File: src/rtl/tanh_maxpool.sv
// 2x2 max-pool over a raster stream of paired float32 tanh results.
// Horizontal pairs reduce on arrival; even rows park in a row buffer, odd rows emit pooled values.
//
// state    | meaning
// ---------+---------------------------------------------------------------
// EVEN_ROW | top row of a pooling window: store hmax per column, no output
// ODD_ROW  | bottom row: pool hmax against buffered column, emit result
module tanh_maxpool #(
    parameter int W = 24,
    parameter int H = 24,
    localparam int CW = (W / 2 > 1) ? $clog2(W / 2) : 1,
    localparam int RW = (H / 2 > 1) ? $clog2(H / 2) : 1
) (
    input  logic          clk,
    input  logic          resetExternal,
    input  logic [63:0]   in_data,
    input  logic          in_valid,
    input  logic          clear,
    output logic [31:0]   out_data,
    output logic          out_valid,
    output logic [CW-1:0] out_col,
    output logic [RW-1:0] out_row,
    output logic          frame_done
);

    typedef enum logic {
        EVEN_ROW = 1'b0,
        ODD_ROW  = 1'b1
    } state_t;

    localparam logic [CW-1:0] COL_LAST  = CW'(W / 2 - 1);
    localparam logic [RW-1:0] PAIR_LAST = RW'(H / 2 - 1);

    state_t        state_q, state_d;
    logic [CW-1:0] col_q, col_d;
    logic [RW-1:0] pair_q, pair_d;
    logic [31:0]   row_buf [W/2];
    logic [1:0]    rst_sync;
    logic          rst_b;
    logic          accept;
    logic          col_last;
    logic          pair_last;
    logic          pool_fire;
    logic [31:0]   hmax;
    logic [31:0]   pooled;

    // Bit-level float max: sign first, then magnitude; ties keep the left operand.
    function automatic logic [31:0] fmax(input logic [31:0] a, input logic [31:0] b);
        logic [31:0] r;
        r = a;
        if (a[31] != b[31]) begin
            r = a[31] ? b : a;
        end else if (!a[31]) begin
            r = (b[30:0] > a[30:0]) ? b : a;
        end else begin
            r = (b[30:0] < a[30:0]) ? b : a;
        end
        return r;
    endfunction

    // Assert immediately, release two edges later so a word never lands on the release edge.
    always_ff @(posedge clk or negedge resetExternal) begin
        if (!resetExternal) begin
            rst_sync <= 2'b00;
        end else begin
            rst_sync <= {rst_sync[0], 1'b1};
        end
    end

    assign rst_b = rst_sync[1];

    assign accept    = in_valid && !clear;
    assign col_last  = (col_q == COL_LAST);
    assign pair_last = (pair_q == PAIR_LAST);
    assign hmax      = fmax(in_data[63:32], in_data[31:0]);
    assign pooled    = fmax(row_buf[col_q], hmax);
    assign pool_fire = accept && (state_q == ODD_ROW);

    always_comb begin
        state_d = state_q;
        col_d   = col_q;
        pair_d  = pair_q;
        if (clear) begin
            state_d = EVEN_ROW;
            col_d   = '0;
            pair_d  = '0;
        end else if (in_valid) begin
            col_d = col_last ? '0 : col_q + 1'b1;
            if (col_last) begin
                if (state_q == EVEN_ROW) begin
                    state_d = ODD_ROW;
                end else begin
                    state_d = EVEN_ROW;
                    pair_d  = pair_last ? '0 : pair_q + 1'b1;
                end
            end
        end
    end

    always_ff @(posedge clk or negedge rst_b) begin
        if (!rst_b) begin
            state_q <= EVEN_ROW;
            col_q   <= '0;
            pair_q  <= '0;
        end else begin
            state_q <= state_d;
            col_q   <= col_d;
            pair_q  <= pair_d;
        end
    end

    always_ff @(posedge clk or negedge rst_b) begin
        if (!rst_b) begin
            for (int i = 0; i < W / 2; i++) begin
                row_buf[i] <= '0;
            end
        end else if (accept && (state_q == EVEN_ROW)) begin
            row_buf[col_q] <= hmax;
        end
    end

    // Data, column and row hold between pulses; only the qualifiers are single-cycle.
    always_ff @(posedge clk or negedge rst_b) begin
        if (!rst_b) begin
            out_data   <= '0;
            out_valid  <= 1'b0;
            out_col    <= '0;
            out_row    <= '0;
            frame_done <= 1'b0;
        end else begin
            out_valid  <= pool_fire;
            frame_done <= pool_fire && col_last && pair_last;
            if (pool_fire) begin
                out_data <= pooled;
                out_col  <= col_q;
                out_row  <= pair_q;
            end
        end
    end

endmodule
File: config.mk
export PLATFORM = sky130hd
export DESIGN_NAME = tanh_maxpool
export DESIGN_NICKNAME = d
export VERILOG_FILES = /design/src/rtl/tanh_maxpool.sv
export SDC_FILE = /design/constraint.sdc
export NUM_CORES = 1
export LEC_CHECK = 0
export CORE_MARGIN = 8
export CORE_UTILIZATION = 40
export CTS_BUF_LIST = sky130_fd_sc_hd__clkbuf_8
export CTS_CLUSTER_SIZE = 25
export DETAILED_ROUTE_END_ITERATION = 8
export PLACE_DENSITY_LB_ADDON = 0.2
export SLEW_MARGIN = 20
export SYNTH_ARGS = -nofsm -noshare
export SYNTH_HDL_FRONTEND = slang
export SYNTH_SLANG_ARGS = --single-unit
export TNS_END_PERCENT = 50
File: constraint.sdc
create_clock -name clk -period 16.9 [get_ports clk]
set_input_delay 4.225 -clock clk [delete_from_list [all_inputs] [get_ports clk]]
set_output_delay 4.225 -clock clk [all_outputs]
set_load 0.005 [all_outputs]
==> flow_metrics.env <==
export IMPL_status="complete, no violations"
export IMPL_ys_top_cells_by_area="dfrtp_1 53%, mux4_2 10%, nand2_1 8.2%"
export IMPL_rrSetupSlack_ns=10.38
export IMPL_start_util=0.404
export IMPL_dieArea_um2=59200
export IMPL_ir_drop_uv=88.0
export IMPL_intPower_mw=1.80
export IMPL_rows=83
export IMPL_grt_usage=0.202
export IMPL_syn_cell_area_um2=20700
export IMPL_rsz0062_at_grt="false"
export IMPL_drive_gt1_frac=0.139
export IMPL_die_h_um=243
export IMPL_fin_util=0.467
export IMPL_syn_num_nets=2108
export IMPL_final_common_cell="nand2_1"
export IMPL_antenna_cells=0
export IMPL_grt_antenna_before_repair=0
export IMPL_clockRootBuffer="clkbuf_8"
export IMPL_period_minus_slack_ns=10.95
export IMPL_fin_crit_sh=0.648
export IMPL_ys_types=47
export IMPL_yosys_warnings=0
export IMPL_drt_wirelength_per_cell_um=21.3
export IMPL_synth_top_area_share=0.529
export IMPL_worstPathMaxFanout=18
export IMPL_cts_hold_buf=0
export IMPL_drt_iter0_drc=1252
export IMPL_finalMaxSlewViolations=0
export IMPL_first_global_vias=15500
export IMPL_area_growth_syn_to_layout_pct=15.6
export IMPL_timing_fmax_mhz=91.3
export IMPL_netlist_top_cell_by_area="dfrtp_1"
export IMPL_coreArea_um2=51200
export IMPL_synthArstFlopShare=1.00
export IMPL_ant_nets=0
export IMPL_ioPinCount=110
export IMPL_cts_sinks=437
export IMPL_ys_ff_latch=437
export IMPL_setup_viol=0
export IMPL_cts_tree="done"
export IMPL_cts_path_max_buffers=3
export IMPL_synth_edf_count=0
export IMPL_htreeDepth=3
export IMPL_viasPerCell=5.46
export IMPL_layout_common_cells="453 x nand2_1, 433 x dfrtp_1, 302 x o21ai_0"
export IMPL_slew_headroom=0.296
export IMPL_timing_max_cap_violations=0
export IMPL_syn_area_per_cell_um2=10.5
export IMPL_die_w_um=243
export IMPL_pwr_share_clk=0.371
export IMPL_worstMarginPinSlew_ns=1.05
export IMPL_design_area_um2=23900
export IMPL_fin_tns_setup_ns=0
export IMPL_fillers=4780
export IMPL_grt_pass1_wl_um=93200
export IMPL_cts_buffers=76
export IMPL_cp_required_ns=17.38
export IMPL_grt_max_degree=176
export IMPL_pwr_density_cell_nw_per_um2=105
export IMPL_ys_seq_area_frac=0.529
export IMPL_worstSetupEndpointType="flop"
export IMPL_hpwl_um=36900
export IMPL_path_class="in2reg"
export IMPL_power_switching_uw=709
export IMPL_drc_errors=0
export IMPL_pwr_share_seq=0.474
export IMPL_fin_skew_ns=0.0240
export IMPL_ys_flop_type="dfrtp_1"
export IMPL_grt_overflow=0
export IMPL_reg2reg_from="col_q[0]"
export IMPL_clk_latency_ns=0.65
export IMPL_cts_reportedPaths_clkPinSlew_ns=0.06
export IMPL_p_leak_nw=10.7
export IMPL_hp_start="rst_sync[0]"
export IMPL_routed_wl_um=59400
export IMPL_hold_viol_final=0
export IMPL_cp_start_kind="input pin"
export IMPL_io_buffer_count=109
export IMPL_dr_pass1_iters=5
export IMPL_swShare=0.282
export IMPL_route_vias_total=15200
export IMPL_worstPathArrival_ns=11.43
export IMPL_place_congestion=0.853
export IMPL_finalNetCount=2184
export IMPL_hold_path_class="reg2reg"
export IMPL_cts_setup_buffers=0
export IMPL_placed_area_um2=22400
export IMPL_post_cts_resized=0
export IMPL_startpoint="in_data[38]"
export IMPL_comb_power_share=0.155
export IMPL_syn_inst=1971
cell families (layout without fill, tap and decap cells):
logic type	Yosys count	after routing	share of synthesized area
compound gates	509	509	0.133
xor+xnor	1	1	0.000424
fa+ha+maj	69	69	0.0418
buf+inv	225	356	0.0444
flops	437	437	0.529
mux	172	172	0.144
other cells	1	1	0.000182
simple gates	557	557	0.107
layout make-up:
type / count / area [µm²] / share of cell area
clock buffer: 94 / 1290 / 0.0542
multi-input combinational: 1309 / 8910 / 0.373
sequential: 437 / 10900 / 0.458
inverter: 69 / 259 / 0.0108
clock inverter: 39 / 171 / 0.00717
tap: 680 / 851 / 0.0356
timing repair buffer: 154 / 1460 / 0.0612
worst paths after layout:
check,to,depth (start not counted)
max in group asynchronous,rst_sync[1],1
hold / removal,rst_sync[1],0
min in group asynchronous,row_buf[218],0
setup reg to reg,out_data[9],16
setup / recovery,out_data[9],22
hold reg to reg,rst_sync[1],0
Yosys cell counts, types with 2 or more instances:
cell and n:
nand2_1 454, dfrtp_1 437, o21ai_0 302, clkbuf_1 108, mux4_2 96, o21ai_1 90
ha_1 69, inv_1 68, a21oi_1 58, mux2i_1 51, nor2_1 43, buf_2 40
o221ai_1 28, nand3_1 24, mux2_2 14, nand4_1 14, mux2i_2 11, a211oi_1 6
nor3_1 6, a31oi_1 5, buf_1 4, o211ai_1 4, nand2b_1 3, nand3b_1 3
nor2b_1 3, nor4_1 3, a221oi_1 2, a22o_1 2, a22oi_1 2, buf_4 2
buf_6 2, o31a_1 2
power by group through the flow:
stage               logic, mW  registers [mW]  clock network [mW]
finish                  0.388            1.19               0.932
global route            0.438            1.20                1.00
CTS                     0.389            1.19               0.955
global placement        0.379            1.20                   0
floorplan               0.268            1.20                   0
detailed placement      0.387            1.21                   0
through the flow:
step / power [mW] / instances / setup slack [ns] / hold slack (ns)
after floorplan: 1.47 / 1971 / 3.82 / 0.331
after global placement: 1.58 / 2648 / 5.31 / 0.339
after detailed placement: 1.60 / 2648 / 5.10 / 0.356
after CTS: 2.53 / 2781 / 5.78 / 0.374
after global routing: 2.64 / 2782 / 5.38 / 0.387
final: 2.51 / 2782 / 5.95 / 0.377
critical path: stages:
cell and delay, ns:
clkdlybuf4s50_1 0.49, inv_1 0.05, ha_1 0.41, nand4_1 0.27, a21oi_1 0.09, o31ai_1 0.39
o211ai_1 0.17, a31oi_1 0.36, mux2i_4 0.90, buf_4 0.48, mux2i_1 0.84, inv_1 0.16
ha_1 0.36, nand4_1 0.12, a211oi_1 0.22, o21ai_0 0.12, a31oi_1 0.23, o21ai_0 0.11
mux2_2 0.30, nand2b_1 0.54, buf_4 0.39, o221ai_1 0.15
sequential cells by signal, summed over array words and instances (netlist names):
signal      count
row_buf       384
out_valid       1
rst_sync        2
out_data       32
frame_done      1
out_row         4
col_q           4
out_col         4
pair_q          4
state_q         1
per-layer routing:
layer / vias to the layer above / GRT usage / wire length [µm]
met1: 7614 / 0.287 / 27700
met5: - / 0 / 0
met2: 420 / 0.300 / 26100
met3: 99 / 0.0522 / 3910
li1: 7057 / - / -
met4: 0 / 0.0642 / 1580
Note: power is estimated with default switching activity, not from simulation.
